$ cat config.mk
export PLATFORM = sky130hd
export DESIGN_NAME = dcs_read_initiator
export DESIGN_NICKNAME = d
export VERILOG_FILES = /design/src/rtl/dcs_read_initiator.sv
export SDC_FILE = /design/constraint.sdc
export NUM_CORES = 1
export LEC_CHECK = 0
export CAP_MARGIN = 15
export CORE_UTILIZATION = 30
export CTS_CLUSTER_DIAMETER = 150
export DETAILED_ROUTE_END_ITERATION = 6
export MAX_ROUTING_LAYER = met4
export PLACE_DENSITY_LB_ADDON = 0.2
export SETUP_SLACK_MARGIN = 0.1
export SLEW_MARGIN = 20
export SYNTH_ARGS = -nofsm -noshare
export SYNTH_HDL_FRONTEND = slang
export SYNTH_SLANG_ARGS = --single-unit
$ cat constraint.sdc
create_clock -name clk_periph -period 6.7 [get_ports clk_periph]
set_clock_uncertainty 0.15 [all_clocks]
set_input_delay 0.67 -clock clk_periph [delete_from_list [all_inputs] [get_ports clk_periph]]
set_output_delay 0.67 -clock clk_periph [all_outputs]
set_load 0.01 [all_outputs]
$ cat src/rtl/dcs_read_initiator.sv
// rtl/dcs_read_initiator.sv - DCS read sequencer: set max return size, read, bus turnaround, collect response
module dcs_read_initiator #(
    parameter logic [15:0] TIMEOUT = 16'hFFFF,
    parameter logic [1:0]  VC      = 2'd0
) (
    input  logic        clk_periph,
    input  logic        rstn,
    input  logic        rd_req,
    input  logic [7:0]  rd_addr,
    input  logic [7:0]  rd_len,
    output logic [23:0] host_tx_cmd,
    output logic        host_tx_cmd_req,
    input  logic        host_tx_cmd_ack,
    output logic        host_bta_req,
    input  logic        host_dphy_direction,
    input  logic [23:0] host_rx_cmd,
    input  logic        host_rx_cmd_valid,
    input  logic [31:0] host_rx_payload,
    input  logic        host_rx_payload_valid,
    input  logic        host_rx_payload_last,
    output logic        rd_busy,
    output logic [31:0] rd_data,
    output logic        rd_data_valid,
    output logic        rd_done,
    output logic [1:0]  rd_status,
    output logic [15:0] rd_err_code
);

    typedef enum logic [2:0] {
        S_IDLE, S_SEND_MRS, S_SEND_RD, S_BTA, S_WAIT_DIR, S_WAIT_RESP, S_RX_LONG, S_DONE
    } state_t;

    localparam logic [5:0] DT_MRS    = 6'h37;
    localparam logic [5:0] DT_READ   = 6'h06;
    localparam logic [5:0] DT_ACK_ER = 6'h02;
    localparam logic [5:0] DT_SHORT1 = 6'h21;
    localparam logic [5:0] DT_SHORT2 = 6'h22;
    localparam logic [5:0] DT_LONG_A = 6'h1C;
    localparam logic [5:0] DT_LONG_B = 6'h1A;

    state_t      state_q, state_d;
    logic [7:0]  addr_q, addr_d;
    logic [7:0]  len_q, len_d;
    logic [7:0]  mrs_q, mrs_d;
    logic [15:0] cnt_q, cnt_d;
    logic        dir_q;
    logic [23:0] tx_cmd_q, tx_cmd_d;
    logic        tx_req_q, tx_req_d;
    logic        bta_q, bta_d;
    logic        busy_q, busy_d;
    logic [31:0] data_q, data_d;
    logic        valid_q, valid_d;
    logic        done_q, done_d;
    logic [1:0]  status_q, status_d;
    logic [15:0] err_q, err_d;

    logic [7:0]  len_eff;
    logic [5:0]  rx_dt;
    logic [15:0] rx_wc;
    logic [15:0] cnt_inc;
    logic        timed_out;
    logic        counting;

    assign len_eff   = (rd_len == 8'd0) ? 8'd1 : rd_len;
    assign rx_dt     = host_rx_cmd[5:0];
    assign rx_wc     = host_rx_cmd[23:8];
    assign cnt_inc   = cnt_q + 16'd1;
    assign timed_out = (cnt_inc == TIMEOUT);

    // Next-state and registered-output computation for the whole read sequence
    always_comb begin
        state_d  = state_q;
        addr_d   = addr_q;
        len_d    = len_q;
        mrs_d    = mrs_q;
        tx_cmd_d = tx_cmd_q;
        tx_req_d = tx_req_q;
        bta_d    = 1'b0;
        busy_d   = busy_q;
        data_d   = data_q;
        valid_d  = 1'b0;
        status_d = status_q;
        err_d    = err_q;
        case (state_q)
            S_IDLE: begin
                if (rd_req) begin
                    addr_d   = rd_addr;
                    len_d    = len_eff;
                    busy_d   = 1'b1;
                    tx_req_d = 1'b1;
                    if (len_eff != mrs_q) begin
                        tx_cmd_d = {8'h00, len_eff, VC, DT_MRS};
                        state_d  = S_SEND_MRS;
                    end else begin
                        tx_cmd_d = {8'h00, rd_addr, VC, DT_READ};
                        state_d  = S_SEND_RD;
                    end
                end
            end
            S_SEND_MRS: begin
                if (tx_req_q && host_tx_cmd_ack) begin
                    tx_req_d = 1'b0;
                    mrs_d    = len_q;
                    tx_cmd_d = {8'h00, addr_q, VC, DT_READ};
                    state_d  = S_SEND_RD;
                end else if (timed_out) begin
                    tx_req_d = 1'b0;
                    status_d = 2'b10;
                    state_d  = S_DONE;
                end
            end
            S_SEND_RD: begin
                if (tx_req_q && host_tx_cmd_ack) begin
                    tx_req_d = 1'b0;
                    bta_d    = 1'b1;
                    state_d  = S_BTA;
                end else if (timed_out) begin
                    tx_req_d = 1'b0;
                    status_d = 2'b10;
                    state_d  = S_DONE;
                end else if (!tx_req_q) begin
                    // Arriving from SEND_MRS: request drops for one cycle between packets
                    tx_req_d = 1'b1;
                end
            end
            S_BTA: begin
                state_d = S_WAIT_DIR;
            end
            S_WAIT_DIR: begin
                if (host_dphy_direction && !dir_q) begin
                    state_d = S_WAIT_RESP;
                end else if (timed_out) begin
                    status_d = 2'b10;
                    state_d  = S_DONE;
                end
            end
            S_WAIT_RESP: begin
                if (host_rx_cmd_valid) begin
                    status_d = 2'b00;
                    state_d  = S_DONE;
                    case (rx_dt)
                        DT_SHORT1: begin
                            data_d  = {24'h0, host_rx_cmd[15:8]};
                            valid_d = 1'b1;
                        end
                        DT_SHORT2: begin
                            data_d  = {16'h0, host_rx_cmd[23:8]};
                            valid_d = 1'b1;
                        end
                        DT_ACK_ER: begin
                            err_d    = rx_wc;
                            status_d = 2'b01;
                        end
                        DT_LONG_A, DT_LONG_B: begin
                            if (rx_wc != 16'd0) begin
                                state_d = S_RX_LONG;
                            end
                        end
                        default: status_d = 2'b11;
                    endcase
                end else if (timed_out) begin
                    status_d = 2'b10;
                    state_d  = S_DONE;
                end
            end
            S_RX_LONG: begin
                if (host_rx_payload_valid) begin
                    data_d  = host_rx_payload;
                    valid_d = 1'b1;
                    if (host_rx_payload_last) begin
                        status_d = 2'b00;
                        state_d  = S_DONE;
                    end
                end else if (timed_out) begin
                    status_d = 2'b10;
                    state_d  = S_DONE;
                end
            end
            S_DONE: begin
                busy_d  = 1'b0;
                state_d = S_IDLE;
            end
            default: state_d = S_IDLE;
        endcase
        done_d = (state_d == S_DONE);
    end

    // Wait-state cycle counter restarts whenever the state changes
    always_comb begin
        counting = (state_q == S_SEND_MRS) || (state_q == S_SEND_RD) || (state_q == S_WAIT_DIR) ||
                   (state_q == S_WAIT_RESP) || (state_q == S_RX_LONG);
        if (!counting || (state_d != state_q)) begin
            cnt_d = 16'd0;
        end else begin
            cnt_d = cnt_inc;
        end
    end

    // State, captured request, counter and registered outputs
    always_ff @(posedge clk_periph or negedge rstn) begin
        if (!rstn) begin
            state_q  <= S_IDLE;
            addr_q   <= 8'd0;
            len_q    <= 8'd0;
            mrs_q    <= 8'd1;
            cnt_q    <= 16'd0;
            dir_q    <= 1'b0;
            tx_cmd_q <= 24'd0;
            tx_req_q <= 1'b0;
            bta_q    <= 1'b0;
            busy_q   <= 1'b0;
            data_q   <= 32'd0;
            valid_q  <= 1'b0;
            done_q   <= 1'b0;
            status_q <= 2'b00;
            err_q    <= 16'd0;
        end else begin
            state_q  <= state_d;
            addr_q   <= addr_d;
            len_q    <= len_d;
            mrs_q    <= mrs_d;
            cnt_q    <= cnt_d;
            dir_q    <= host_dphy_direction;
            tx_cmd_q <= tx_cmd_d;
            tx_req_q <= tx_req_d;
            bta_q    <= bta_d;
            busy_q   <= busy_d;
            data_q   <= data_d;
            valid_q  <= valid_d;
            done_q   <= done_d;
            status_q <= status_d;
            err_q    <= err_d;
        end
    end

    assign host_tx_cmd     = tx_cmd_q;
    assign host_tx_cmd_req = tx_req_q;
    assign host_bta_req    = bta_q;
    assign rd_busy         = busy_q;
    assign rd_data         = data_q;
    assign rd_data_valid   = valid_q;
    assign rd_done         = done_q;
    assign rd_status       = status_q;
    assign rd_err_code     = err_q;

endmodule

==> results of run 1 <==
-- kinds of logic (layout without fill, tap and decap cells) --
family	count (synthesis)	count (layout)	synth area share, %
AOI/OAI and AO/OA	109	109	13.3
buffers and inverters	51	167	5.24
adders and majority gates	2	2	0.444
DFF	109	109	48.5
other	1	13	0.0666
and+or+nand+nor	243	243	21.8
muxes	34	34	6.58
xor gates and xnor gates	25	25	4.02
-- synth_stat cells (all sizes together) (4+ instances only) --
library cell  instances  share of area [%]
a21boi                4               0.53
a21o                  8                1.1
a21oi                 9               0.87
a22oi                 9                1.2
a311oi                7                1.1
buf                  25                3.5
clkbuf               21                1.4
dfrtp               108                 48
inv                   5               0.33
mux2                 24                4.8
mux2i                10                1.8
nand2               123                8.2
nand2b                6               0.67
nand3                12                1.4
nand4                 7               0.89
nor2                 33                2.5
nor3                 26                3.3
nor4                  8                1.3
o21ai                51                4.5
or2                   5               0.56
xnor2                17                2.6
xor2                  8                1.4
-- through the flow --
step           cell area [sq um]  power, mW  instances
6_report                    7460       2.41        931
5_1_grt                     7450       2.57        930
4_1_cts                     7440       2.43        929
3_5_place_dp                7150       1.88        915
3_3_place_gp                7150       1.86        915
2_1_floorplan               5670       1.51        584
-- layer usage --
layer  vias to the layer above  wire length, microns  global-route usage, %
met5                         -                     0                      -
met4                         0                   270                   5.56
met3                        21                   696                   4.01
met2                       118                  7510                   27.6
met1                      2199                  6610                   19.8
li1                       2223                     -                      -
-- final timing paths --
kind | endpoint | slack, ns | cells past startpoint
worst max-delay path | host_tx_cmd[13] | 3.25 | 6
worst min-delay path | host_tx_cmd[12] | 0.13 | 1
worst max register to register | host_tx_cmd[13] | 3.25 | 6
worst min register to register | len_q[2] | 0.32 | 2
max in group asynchronous | cnt_q[5] | 4.95 | 2
min in group clk_periph | len_q[2] | 0.32 | 2
-- critical path, delay by kind of cell (launching register included) --
family / cells / cell delay [ns]
DFF: 1 / 0.62
and+or+nand+nor: 4 / 2.03
AOI/OAI and AO/OA: 2 / 0.59
-- registers in the layout, summed over array words and instances, names as in the netlist --
| name | count |
|---|---|
| cnt_q | 16 |
| host_bta_req | 1 |
| rd_done | 1 |
| host_tx_cmd_req | 1 |
| state_q | 3 |
| rd_data | 32 |
| mrs_q | 8 |
| rd_err_code | 16 |
| dir_q | 1 |
| len_q | 8 |
| host_tx_cmd | 10 |
| rd_data_valid | 1 |
| addr_q | 8 |
| rd_status | 2 |
| rd_busy | 1 |
-- report_power, final --
part           internal, mW  total [mW]  switching (mW)  leakage (nW)
logic                 0.425       0.901           0.476          1.49
clock network         0.296       0.539           0.244         0.136
registers             0.832       0.966           0.134          1.43
-- layout make-up --
type / count / area (sq um)
Fill cell: 1792 / 10700
Inverter: 5 / 18.8
Clock inverter: 4 / 50.0
Sequential cell: 109 / 2730
Clock buffer: 10 / 239
Timing Repair Buffer: 148 / 1470
Tap cell: 229 / 287
Multi-Input combinational cell: 424 / 2660
Antenna cell: 2 / 5.00
==> results.md, run 1 <==
* Slowest-stage cell, CP: nor2_1
* Clock Root Buffer: clkbuf_16
* TritonCTS clock tree: built
* Largest net degree at the start of global routing at 72
* Area delta synth->final at 32.4%
* Leak at 3.06 nW
* Post-synth EDFFs at 0
* Status: complete, but fails checks
* Nets at 779
* Endpoints failing hold at 0
* Vias at 4561
* Fmax at 290 MHz
* Critical path's largest stage delay at 0.86 ns
* Wirelength, routed at 15.1 mm
* Number of global-route vias before repair at 4657
* Pwr Density at 323 nW/um^2
* Failing checks: DRC
* CP Data Arrival Time at 3.59 ns
* Setup tns final at 0 ns
* Worst setup path class: reg -> reg
* CTS sink cnt at 109
* Yosys warning total at 0
* Worst EP required at 6.85 ns
* Vias/cell at 4.90
* # Max-Cap Violations at 0
* Number of routed nets with antenna violations at 0
* FF+latch count, synth at 109
* Final setup vio count at 0
* Share of the yosys chip area belonging to registers at 48.5%
* Yosys cell types at 71
* Post-cts resize count at 0
* Synth Cell Area at 5630 sq um
* RSZ-0062 raised after global routing: no
* Total gr overflow at 0
* Die width at 139 microns
* Worst skew pair latency at 0.36 ns
* FF-to-FF Start: state_q[0]
* Clock buffer depth at 2
* CP cell instances: nor2b_1 -> nand2b_1 -> nor2_1 -> nor2_1 -> a311oi_1 -> a21o_1
* Worst setup startpoint: state_q[0]
* Routed WL per cell at 16.2 microns
* DIE AREA at 19300 sq um
* Placer Congestion at 0.807
* IO Pins at 159
* Clock Pin Slew Worst Setup and Hold Paths at 0.07 ns
* CTS Hold Bufs at 0
* Critical Path Source Type: flop
* Core Footprint at 18100 sq um
* Htree depth at 3
* Dominant synthesized flop cell: dfrtp_1
* Most frequent cells in the layout: clkdlybuf4s50_1, nand2_1, dfrtp_1
* CP Max Fanout at 17
* Hold slack at 0.128 ns
* Peak supply drop at 160 uV
* Final Max Tran Viols at 0
* Max-slew headroom at 32.9%
* Iter 0 DRT Violations at 259
* FFs w/ async S/R, synth at 100%
* HP Class: in -> async
* Starting Density at 31.0%
* Layout cells sized above 1 at 10.7%
* Util after Layout at 41.1%
* Synth Instances at 574
* TritonCTS Buffers at 9
* Tot GR Track Use at 16.7%
* Die span in y at 139 microns
* Worst path most repeated cell: nor2_1
* Post-layout min period at 3.45 ns
* PnR worst setup slack at 3.25 ns
* Port buffer count at 145
* First-pass GRT wire length at 24.7 mm
* Commonest non-fill, non-tap cell in the layout: clkdlybuf4s50_1
* Core Rows at 49
* Post-DP HPWL at 11.0 mm
* Fin crit share at 51.5%
* Least-Margin Pin Slew at 1.00 ns
* Post-CTS setup buffer count at 0
* Pre-CTS WS at 3.07 ns
* Syn avg cell area at 9.81 sq um
* Drt pass-1 iters at 7
* Critical Path End Type: flop
* Remaining DRCs at 16
* Initial antenna violation count at 1
No activity file was read; power rests on OpenSTA's default activity.
==> inputs of run 2 (changes only) <==
==> constraint.sdc (replaced) <==
create_clock -name clk_periph -period 3.14 [get_ports clk_periph]
set_clock_uncertainty 0.15 [all_clocks]
set_input_delay 0.314 -clock clk_periph [delete_from_list [all_inputs] [get_ports clk_periph]]
set_output_delay 0.314 -clock clk_periph [all_outputs]
set_load 0.01 [all_outputs]
==> run 2 against run 1 <==
Net effect:
- sequential cell count unchanged
- clock-buffer cell count down 1
- die area is the same
- non-clock buffer count increased by 6
- sequential share of layout area fell by 0.25 points
- the flow still finishes with violations (DRC)
- largest power group unchanged
- highest routed layer unchanged
- first-iteration DRC count shrank 7.7%
- sequential power increased by 110%
- worst setup slack got worse by 2.7 ns
==> results.md, run 2 (same netlist as run 1, synthesis figures left out) <==
* Status: complete, but fails checks
* Failing checks: DRC
* Starting Density at 31.0%
* Core Rows at 49
* Fin area at 7510 sq um
* RSZ-0062 raised after global routing: no
* CTS sink cnt at 109
* Final Max Tran Viols at 0
* Vias/cell at 4.90
* Commonest non-fill, non-tap cell in the layout: clkdlybuf4s50_1
* Comb pwr share at 38.1%
* Post-cts resize count at 0
* Layout cells sized above 1 at 11.5%
* Antenna Cells at 0
* Core Footprint at 18100 sq um
* HP Class: in -> reg
* Routed WL per cell at 16.3 microns
* Endpoints failing hold at 0
* Sequential Power Share at 40.6%
* CP Max Fanout at 16
* Clock Pin Slew Worst Setup and Hold Paths at 0.07 ns
* Worst setup path class: in -> reg
* Leak at 3.10 nW
* Reg2reg end: cnt_q[2]
* CP Data Arrival Time at 2.64 ns
* Largest net degree at the start of global routing at 67
* Total gr overflow at 0
* Initial antenna violation count at 0
* Clock group share of total power at 21.2%
* Area delta synth->final at 33.4%
* IO Pins at 159
* Switching Fraction at 36.2%
* Total power at 5.10 mW
* Fin crit share at 81.9%
* Switching pwr at 1.85 mW
* Drt pass-1 iters at 7
* TritonCTS clock tree: built
* Critical Path Source Type: input pin
* Internal power at 3.25 mW
* Placer Congestion at 0.877
* Port buffer count at 145
* Reg2Reg Setup Slack at 0.61 ns
* Die span in y at 139 microns
* Number of routed nets with antenna violations at 0
* Most frequent cells in the layout: clkdlybuf4s50_1, nand2_1, dfrtp_1
* Post-CTS setup buffer count at 0
* Final setup vio count at 0
* Worst skew pair latency at 0.35 ns
* TritonCTS Buffers at 9
* Number of global-route vias before repair at 4661
* Critical path capture point: cnt_q[2]
* Clock Root Buffer: clkbuf_16
* Post-layout min period at 2.57 ns
* FF-to-FF Start: state_q[1]
* R2R depth at 8
* Max FFs per register at 32
* Pwr Density at 679 nW/um^2
* DIE AREA at 19300 sq um
* Max-slew headroom at 32.5%
* Peak supply drop at 403 uV
* Vias at 4590
* Htree depth at 3
* DP Area at 7220 sq um
* Least-Margin Pin Slew at 1.01 ns
* Clock buffer depth at 2
* Worst setup startpoint: rd_len[4]
* Worst EP required at 3.21 ns
* Remaining DRCs at 7
* Post-DP HPWL at 11.1 mm
* Nets at 785
* Setup tns final at 0 ns
* # Max-Cap Violations at 0
* Iter 0 DRT Violations at 239
* Fillers at 1750
* Wirelength, routed at 15.2 mm
* Fmax at 389 MHz
* Critical Path End Type: flop
* First-pass GRT wire length at 24.8 mm
* Die width at 139 microns
* Tot GR Track Use at 16.8%
run 2: changes by cell type in the layout (fill, tap and decap cells not counted), sizes merged:
cell         delta
inv             +3
clkinv          +2
dlygate4sd3     +1
clkinvlp        -2
buf             +5
diode           -2
clkbuf          -1
bufinv          -1
run 2: power groups by stage:
stage,clock (mW),combinational [mW],sequential [mW]
floorplan,0,1.14,2.08
global placement,0,1.93,2.08
detailed placement,0,1.96,2.09
CTS,1.13,1.97,2.07
global route,1.18,2.14,2.13
finish,1.08,1.95,2.07
run 2: layer usage:
layer | vias up | share of wire, % | track usage [%] | wire length [microns]
met2 | 120 | 50 | 27.6 | 7630
met1 | 2219 | 44 | 20.2 | 6700
met5 | - | 0 | - | 0
met4 | 0 | 1.8 | 5.38 | 280
met3 | 20 | 4.1 | 4.11 | 624
li1 | 2231 | - | - | -
run 2: metrics by stage:
step                      std cells  setup slack, ns  hold WS (ns)  utilization (%)
final                           936            0.569         0.295             41.4
after global routing            936            0.358         0.280             41.4
after CTS                       936            0.449         0.281             41.3
after detailed placement        920            0.170         0.217             39.8
after global placement          920            0.234         0.210             39.7
after floorplan                 584            0.760        -0.132                -
run 2: layout make-up:
class | instances | area (sq um) | area share (%)
tap | 229 | 287 | 3.82
multi-input combinational | 424 | 2660 | 35.4
timing repair buffer | 154 | 1540 | 20.6
clock buffer | 9 | 225 | 3.00
inverter | 5 | 18.8 | 0.250
clock inverter | 6 | 47.5 | 0.633
sequential | 109 | 2730 | 36.3
run 2: what timing repair did:
action	in CTS	in global routing
setup endpoints to repair	0	0
hold buffers	1	0
endpoints found under the hold margin	43	0
run 2: worst min path at each step:
stage	start	end	slack, ns	depth (start not counted)
after floorplan	rstn	addr_q[0]	-0.13	0
after global placement	rstn	rd_err_code[7]	0.21	1
after detailed placement	rstn	rd_err_code[7]	0.22	1
after CTS	host_dphy_direction	dir_q	0.28	1
after global routing	host_dphy_direction	dir_q	0.28	1
final	host_dphy_direction	dir_q	0.30	1
run 2: critical path: stages:
cell,delay (ns)
clkdlybuf4s50_1,0.59
xnor2_1,0.15
nand4_1,0.17
or3_1,0.58
nor2_8,0.25
nand3_2,0.13
a31oi_4,0.21
buf_12,0.18
nor3_1,0.06
